### src/rtl/sqrt_sched.sv
// sqrt_sched: round-robin shared bit-serial integer square-root engine returning root and residual
module sqrt_sched #(
  parameter int ASIZE = 8,
  parameter int NREQ  = 4
) (
  input  logic                  clk,
  input  logic                  rst_n,
  input  logic [NREQ-1:0]       req,
  input  logic [NREQ*ASIZE-1:0] a_bus,
  output logic [NREQ-1:0]       gnt,
  output logic                  busy,
  output logic                  done,
  output logic [1:0]            done_id,
  output logic [ASIZE/2-1:0]    root,
  output logic [ASIZE/2:0]      err
);
  localparam int H  = ASIZE / 2;
  localparam int IW = $clog2(H);
  typedef enum logic [1:0] {IDLE, CALC, DONE} state_t;
  state_t            st_q, st_d;
  logic [NREQ-1:0]   gnt_q, gnt_d;
  logic              busy_q, busy_d, done_q, done_d;
  logic [ASIZE-1:0]  v_q, v_d, r_q, r_d, tt;
  logic [IW-1:0]     i_q, i_d;
  logic [1:0]        id_q, id_d, last_q, last_d, did_q, did_d, win;
  logic [H-1:0]      root_q, root_d;
  logic [H:0]        err_q, err_d;
  // lowest k wins, so the search effectively starts just after last_q
  always_comb begin
    win = '0;
    for (int k = NREQ - 1; k >= 0; k--)
      if (req[(int'(last_q) + 1 + k) % NREQ]) win = 2'((int'(last_q) + 1 + k) % NREQ);
  end
  assign tt = (v_q << i_q << 1) | (ASIZE'(1) << {i_q, 1'b0});
  always_comb begin
    st_d   = st_q;
    gnt_d  = '0;
    busy_d = busy_q;
    done_d = 1'b0;
    v_d    = v_q;
    r_d    = r_q;
    i_d    = i_q;
    id_d   = id_q;
    last_d = last_q;
    did_d  = did_q;
    root_d = root_q;
    err_d  = err_q;
    case (st_q)
      IDLE: if (|req) begin
        gnt_d  = NREQ'(1) << win;
        id_d   = win;
        last_d = win;
        v_d    = '0;
        r_d    = a_bus[win*ASIZE +: ASIZE];
        i_d    = IW'(H - 1);
        busy_d = 1'b1;
        st_d   = CALC;
      end
      CALC: begin
        if (tt <= r_q) begin
          v_d = v_q | (ASIZE'(1) << i_q);
          r_d = r_q - tt;
        end
        if (i_q == '0) begin
          st_d   = DONE;
          done_d = 1'b1;
          root_d = v_d[H-1:0];
          err_d  = r_d[H:0];
          did_d  = id_q;
        end else begin
          i_d = i_q - IW'(1);
        end
      end
      default: begin
        st_d   = IDLE;
        busy_d = 1'b0;
      end
    endcase
  end
  always_ff @(posedge clk or negedge rst_n) begin
    if (!rst_n) begin
      st_q   <= IDLE;
      gnt_q  <= '0;
      busy_q <= 1'b0;
      done_q <= 1'b0;
      v_q    <= '0;
      r_q    <= '0;
      i_q    <= '0;
      id_q   <= '0;
      last_q <= 2'(NREQ - 1);
      did_q  <= '0;
      root_q <= '0;
      err_q  <= '0;
    end else begin
      st_q   <= st_d;
      gnt_q  <= gnt_d;
      busy_q <= busy_d;
      done_q <= done_d;
      v_q    <= v_d;
      r_q    <= r_d;
      i_q    <= i_d;
      id_q   <= id_d;
      last_q <= last_d;
      did_q  <= did_d;
      root_q <= root_d;
      err_q  <= err_d;
    end
  end
  assign gnt     = gnt_q;
  assign busy    = busy_q;
  assign done    = done_q;
  assign done_id = did_q;
  assign root    = root_q;
  assign err     = err_q;
endmodule

### config.mk
export PLATFORM = sky130hd
export DESIGN_NAME = sqrt_sched
export DESIGN_NICKNAME = d
export VERILOG_FILES = /design/src/rtl/sqrt_sched.sv
export SDC_FILE = /design/constraint.sdc
export NUM_CORES = 1
export LEC_CHECK = 0
export BUFFER_PORTS_ARGS = -buffer_cell sky130_fd_sc_hd__buf_4
export CAP_MARGIN = 20
export CORE_MARGIN = 10
export CORE_UTILIZATION = 48
export DETAILED_ROUTE_END_ITERATION = 10
export PLACE_DENSITY = 0.79
export SLEW_MARGIN = 20
export SYNTH_ARGS = -nofsm -noshare
export SYNTH_HDL_FRONTEND = slang
export SYNTH_SLANG_ARGS = --single-unit
### constraint.sdc
create_clock -name clk -period 3.1 [get_ports clk]
set_input_delay 0.465 -clock clk [delete_from_list [all_inputs] [get_ports clk]]
set_output_delay 0.465 -clock clk [all_outputs]
set_load 0.01 [all_outputs]
==> results of run 1 <==
-- timing repair --
action,CTS,global route
resized for setup,0,1
endpoints found under the setup margin,0,2
endpoints found under the hold margin,0,0
-- layer usage --
layer,wire length (um),track usage [%],share of wire [%]
met1,2540,20.2,44
met2,2990,25.8,51
met3,216,2.46,3.7
met4,77,4.91,1.3
met5,0,0,0
-- worst max-delay path, delay by kind of cell, from the launching register on --
family,cells,cell delay (ps)
AOI/OAI and AO/OA,3,840
adders and majority gates,2,520
buffers and inverters,1,180
DFF,1,440
and+or+nand+nor,4,760
-- layout make-up --
type                            instances  area, um^2
Fill cell                             396        1810
Sequential cell                        37         928
Clock inverter                          2        13.8
Timing Repair Buffer                   60         450
Tap cell                               54        67.6
Inverter                                8        30.0
Clock buffer                            6        82.6
Multi-Input combinational cell        193        1310
-- registers in the layout, summed over array words and instances (netlist names) --
register	cells
done_id	2
root	4
last_q	2
r_q	8
v_q	4
busy	1
st_q	2
err	5
gnt	4
done	1
id_q	2
i_q	2
-- per-stage QoR --
step,hold slack (ps),cells
after floorplan,169,249
after global placement,448,352
after detailed placement,449,352
after CTS,133,360
after global routing,160,360
final,117,360
-- worst paths after layout --
kind                                   end    start  cells past startpoint  slack, ps
worst min register to register  done_id[0]  id_q[0]                      2        470
worst max-delay path                r_q[2]   i_q[0]                     10        250
worst max register to register      r_q[2]   i_q[0]                     10        250
min in group clk                done_id[0]  id_q[0]                      2        470
worst min-delay path                  done    rst_n                      1        120
max in group asynchronous        last_q[1]    rst_n                      1       2630
-- cells by family (layout without fill, tap and decap cells) --
group           Yosys count  count (layout)  share of synthesized area (%)
simple gates             91              91                           19.8
compound gates           59              59                           16.0
xor+xnor                  2               2                          0.756
buf+inv                  19              76                           3.62
mux                      28              28                           12.5
fa+ha+maj                13              13                           7.34
flops                    37              37                           40.0
-- synthesized netlist by cell type (6+ instances only) --
library cell and instances:
dfrtp_1 35, a21oi_1 16, ha_1 12, nand3_1 11, nor3_1 6, clkbuf_1 6, nand2_1 23, nor2_1 24
inv_1 8, mux2i_1 21, o21ai_0 16
-- report_power, final --
part | switching (mW) | internal (mW) | total [mW] | leakage (nW)
sequential | 0.144 | 0.712 | 0.857 | 0.457
clock | 0.182 | 0.180 | 0.362 | 0.0512
combinational | 1.27 | 1.08 | 2.35 | 0.927
==> metrics.md, run 1 <==
| Metric | Value |
|---|---|
| Vias in the first global route | slightly below 2000 |
| Maximum clock rate | between 300 and 400 MHz |
| Setup_tns | 0 ps |
| Port bufs | 54 |
| Core area | around 4700 um^2 |
| ANT cells | 0 |
| Routed vias/inst | 5.53 |
| DR iter-0 viols | a little over 100 |
| Initial Util | 49.4% |
| GP Congestion | 0.894 |
| Drt wl/cell | 16.2 um |
| Leak pwr | between 1 and 1.5 nW |
| Die area | 8010 um^2 |
| Post-synth EDFFs | 0 |
| Syn_nets | 300 |
| Largest net degree at the start of global routing | 38 |
| Area grow syn2layout | 24.4% |
| GRT overflow | 0 |
| Ys flop type | dfrtp_1 |
| Top post-synthesis cells by area | dfrtp_1 38%, mux2i_1 9.1%, ha_1 6.5% |
| Synth cell types | 46 |
| Tot Pwr | 3.57 mW |
| Clk buf depth | 2 |
| Max-slew violations | 0 |
| Post-synth ARST share | 100% |
| Site row count | 25 |
| Most frequent CP cell | ha_1 |
| Crit path cell chain | buf_4, ha_1, nor2_1, ha_1, nor2b_4, o31a_1, o311a_1, or2_1, and2_1, a211o_1 |
| Hold-fix buffers at CTS | 0 |
| RSZ-0062 raised after global routing | false |
| Cell area after synthesis | approximately 2300 um^2 |
| Status | finished clean |
| Max VDD drop | approximately 0.70 mV |
| Die Y | approximately 90 um |
| Critical-path top delay cell | dfrtp_1 |
| Synthesized area per cell | roughly 9.3 um^2 |
| CP max FO | 7 |
| Clk pin slew, worst setup/hold paths | 80 ps |
| Initial antenna violation count | 0 |
| GRT Resource Usage Total | between 15 and 20% |
| Fraction of layout cells with a size suffix above 1 | a little over a quarter |
| Top-area cell type share of the netlist area | a little under two fifths |
| Synth Register Bits | 37 |
| Kind of critical path | reg -> reg |
| Commonest cells after routing, fill and taps aside | 60 x buf_4, 35 x dfrtp_1, 24 x nor2_1, 23 x nand2_1, 21 x mux2i_1 |
| CP startpoint kind | register |
| Die Wd | 89.5 um |
| Yosys warnings | 0 |
| Vias | roughly 2000 |
| Setup violations, final | 0 |
| Worst Max-Slew Pin Slew | slightly above 700 ps |
| Drt first pass iters | 4 |
| Post-place setup slack | 200 ps |
| Critical Path RT | roughly 3300 ps |
| Post-synthesis sequential area ratio | 40.0% |
| Post-route cell area | just under 3000 um^2 |
| Nets | ~360 |
| Post-CTS Repair Setup Buffers | 0 |
| Synth area leader | dfrtp_1 |
| DP HPWL | 4.57 mm |
| Post-Syn Instances | between 200 and 250 |
| Power density over the cells | around 1200 nW/um^2 |
| First-pass GRT wire length | slightly below 10 mm |
| WL final | 5.82 mm |
| Commonest non-fill, non-tap cell in the layout | buf_4 |
| Worst relative slew slack | 51.8% |
| Setup ws final | roughly 250 ps |
| Clock skew | between 8 and 9 ps |
| CTS sink count | 37 |
| Root Buffer | clkbuf_8 |
| Worst skew pair latency | 290 ps |
| Hold Crit Class | in -> async |
| I/O Pins | 55 |
| Critical path endpoint category | register |
| Final ANT Viol Nets | 0 |
| Final critical-path required period | 2850 ps |
| Crit-path max cell delay | 440 ps |
| Fin crit share | roughly nine tenths |
| TritonCTS Buffers | 5 |
| Max-cap viol count | 0 |
| CTS tree | built |
| H-Tree Depth | 2 |
| Area after DPL | 2790 um^2 |
| WP data arrival | 3040 ps |
| Fin. Hold Viols | 0 |
| Final core occ | between 60% and 70% |
| # DRC | 0 |
No activity file was read; power rests on OpenSTA's default activity.
==> run 2, diff against run 1 <==
Settings changed: MAX_ROUTING_LAYER set to met4, PLACE_DENSITY 0.79 to 0.74.
==> run 2 against run 1 <==
Compared with the run above: register-to-register slack worse by 40 ps; clock power about the same; die area stayed put; wire length is 0.19% lower; highest routed layer unchanged; critical endpoint unchanged; power increased by 0.34%; largest cell class unchanged; setup slack lost 44 ps; combinational power hardly changed; clock skew barely moved; sequential power about the same.
==> metrics.md, run 2 (same netlist as run 1, synthesis figures left out) <==
| Metric | Value |
|---|---|
| Status | finished clean |
| Nets | 355 (-0.28%) |
| Sequential cell area | 928 um^2 (unchanged) |
| NetSw | 1.61 mW (+1.2%) |
| Flop pwr share | 24.0% (about the same) |
| Max FFs per register | 8 (unchanged) |
| CTS sink count | 37 (unchanged) |
| I/O Pins | 55 (unchanged) |
| Final ANT Viol Nets | 0 (unchanged) |
| Initial Util | 49.4% (unchanged) |
| Clk pin slew, worst setup/hold paths | 80 ps (about the same) |
| Worst relative slew slack | 51.1% (-0.73 points) |
| Die Y | 89.5 um (unchanged) |
| Largest net degree at the start of global routing | 38 (unchanged) |
| WL final | 5.81 mm (-0.19%) |
| Kind of critical path | reg -> reg |
| Crit path cell chain | buf_4, ha_1, nor2_1, ha_1, nor2b_4, o31a_1, o311a_1, or2_1, and2_1, a211o_1 |
| Reg-to-reg slack, setup | 210 ps (-40 ps) |
| DP HPWL | 4.55 mm (-0.26%) |
| Leak pwr | 1.42 nW (-0.82%) |
| Final critical-path required period | 2890 ps (+44.2 ps) |
| WP data arrival | 3080 ps (+40 ps) |
| Port bufs | 54 (unchanged) |
| Setup violations, final | 0 (unchanged) |
| Commonest non-fill, non-tap cell in the layout | buf_4 |
| Vias | 2030 (+2.1%) |
| Max VDD drop | 0.783 mV (+12%) |
| RR Endpoint | r_q[2] |
| Clk buf depth | 2 (unchanged) |
| Critical-path top delay cell | dfrtp_1 |
| Die area | 8010 um^2 (unchanged) |
| Die Wd | 89.5 um (unchanged) |
| # DRC | 0 (unchanged) |
| Fin. Hold Viols | 0 (unchanged) |
| CP bufs+invs | 1 (unchanged) |
| Internal | 1.97 mW (-0.39%) |
| Fraction of layout cells with a size suffix above 1 | 26.2% (-0.57 points) |
| Maximum clock rate | 346 MHz (-1.5%) |
| Initial antenna violation count | 0 (unchanged) |
| Critical path endpoint category | register |
| DR iter-0 viols | 103 (+2.0%) |
| Critical Path RT | 3290 ps (about the same) |
| Clock skew | 8.95 ps (+0.153 ps) |
| CP max FO | 7 (unchanged) |
| Crit-path max cell delay | 450 ps (about the same) |
| Final-layout fill cell count | 410 (+3.5%) |
| Critical path's top delay family | compound AO/OA/AOI/OAI gates |
| Fin crit share | 93.4% (+1.4 points) |
| Site row count | 25 (unchanged) |
| Worst skew pair latency | 300 ps (about the same) |
| Final core occ | 61.3% (-0.21 points) |
| R2R cell count | 10 (unchanged) |
| Worst hold margin | 113 ps (-3.91 ps) |
| Drt wl/cell | 16.2 um (about the same) |
| Core area | 4690 um^2 (unchanged) |
| Max-cap viol count | 0 (unchanged) |
| Worst Max-Slew Pin Slew | 730 ps (+9.27 ps) |
| Root Buffer | clkbuf_8 |
| GRT overflow | 0 (unchanged) |
| Vias in the first global route | 2020 (+4.4%) |
| GRT Resource Usage Total | 15.8% (+0.23 points) |
| CTS tree | built |
| Power density over the cells | 1240 nW/um^2 (+0.69%) |
| H-Tree Depth | 2 (unchanged) |
| Switching share of power | 45.1% (+0.40 points) |
| First-pass GRT wire length | 9.62 mm (-1.2%) |
| ANT cells | 0 (unchanged) |
| Worst reg2reg path startpoint | i_q[0] |
| Combinational Power Share | 65.9% (about the same) |
| TritonCTS Buffers | 5 (unchanged) |
| Hold Crit Class | in -> async |
| Setup_tns | 0 ps (unchanged) |
| Clk network pwr share | 10.2% (about the same) |
| Commonest cells after routing, fill and taps aside | 59 x buf_4, 35 x dfrtp_1, 24 x nor2_1, 23 x nand2_1, 21 x mux2i_1 |
| RSZ-0062 raised after global routing | false |
| Largest reg by FF count | r_q |
| Drt first pass iters | 4 (unchanged) |
| Area after DPL | 2780 um^2 (-0.27%) |
| Max-slew violations | 0 (unchanged) |
| GP Congestion | 0.942 (+5.3%) |
| Routed vias/inst | 5.65 (+2.3%) |
| Most frequent CP cell | ha_1 |
| CP startpoint kind | register |
| Combined area of the multi-input logic cells | 1310 um^2 (unchanged) |
| Post-route cell area | 2880 um^2 (-0.35%) |
| Area grow syn2layout | 24.0% |
[run 2: changes by cell type in the layout (fill, tap and decap cells not counted)]
cell and delta:
buf_4 -1, clkbuf_1 +1, clkinv_2 -1, clkinv_4 -1, clkinvlp_4 +1
[run 2: worst max path at each step]
| stage | slack (ps) | startpoint | to | cells after the start |
|---|---|---|---|---|
| floorplan | 240 | i_q[1] | r_q[2] | 12 |
| global placement | 300 | i_q[0] | err[0] | 10 |
| detailed placement | 230 | i_q[0] | err[0] | 10 |
| CTS | 200 | i_q[0] | err[0] | 10 |
| global route | 110 | i_q[0] | r_q[2] | 10 |
| finish | 210 | i_q[0] | r_q[2] | 10 |
[run 2: per-layer routing]
layer / global-route usage [%] / vias up / part of all wire, %
met2: 26.1 / 51 / 51
met5: - / - / 0
li1: - / 999 / -
met1: 19.4 / 974 / 44
met3: 2.73 / 6 / 4.3
met4: 4.77 / 0 / 0.90
[run 2: worst reg2reg max path, delay by kind of cell, from the launching register on]
family / cells / cell delay, ps
adder cells (fa/ha/maj): 2 / 520
flip-flops: 1 / 450
buffers and inverters: 1 / 190
AND/OR/NAND/NOR: 4 / 780
AO/OA/AOI/OAI: 3 / 860
[run 2: layout make-up]
| type | instances | share of cell area (%) |
|---|---|---|
| Sequential cell | 37 | 32.3 |
| Clock buffer | 7 | 3.00 |
| Clock inverter | 1 | 0.261 |
| Tap cell | 54 | 2.35 |
| Timing Repair Buffer | 59 | 15.4 |
| Inverter | 8 | 1.04 |
| Multi-Input combinational cell | 193 | 45.6 |
[run 2: per-stage QoR]
stage,setup WS [ps],total power [mW],instances
after global routing,110,3.90,359
after floorplan,239,2.59,249
after global placement,300,3.17,351
after CTS,199,3.56,359
after detailed placement,234,3.19,351
final,206,3.58,359
[run 2: power by group through the flow]
| stage | registers (mW) | clock network, mW | logic [mW] |
|---|---|---|---|
| floorplan | 0.863 | 0 | 1.73 |
| global placement | 0.862 | 0 | 2.31 |
| detailed placement | 0.866 | 0 | 2.32 |
| CTS | 0.857 | 0.366 | 2.34 |
| global route | 0.889 | 0.393 | 2.61 |
| finish | 0.859 | 0.363 | 2.36 |
[run 2: what timing repair did]
action,in CTS,in global routing
setup buffers,0,0
endpoints found under the setup margin,0,2
gates resized for setup,0,1
hold buffers,0,0
endpoints found under the hold margin,0,0
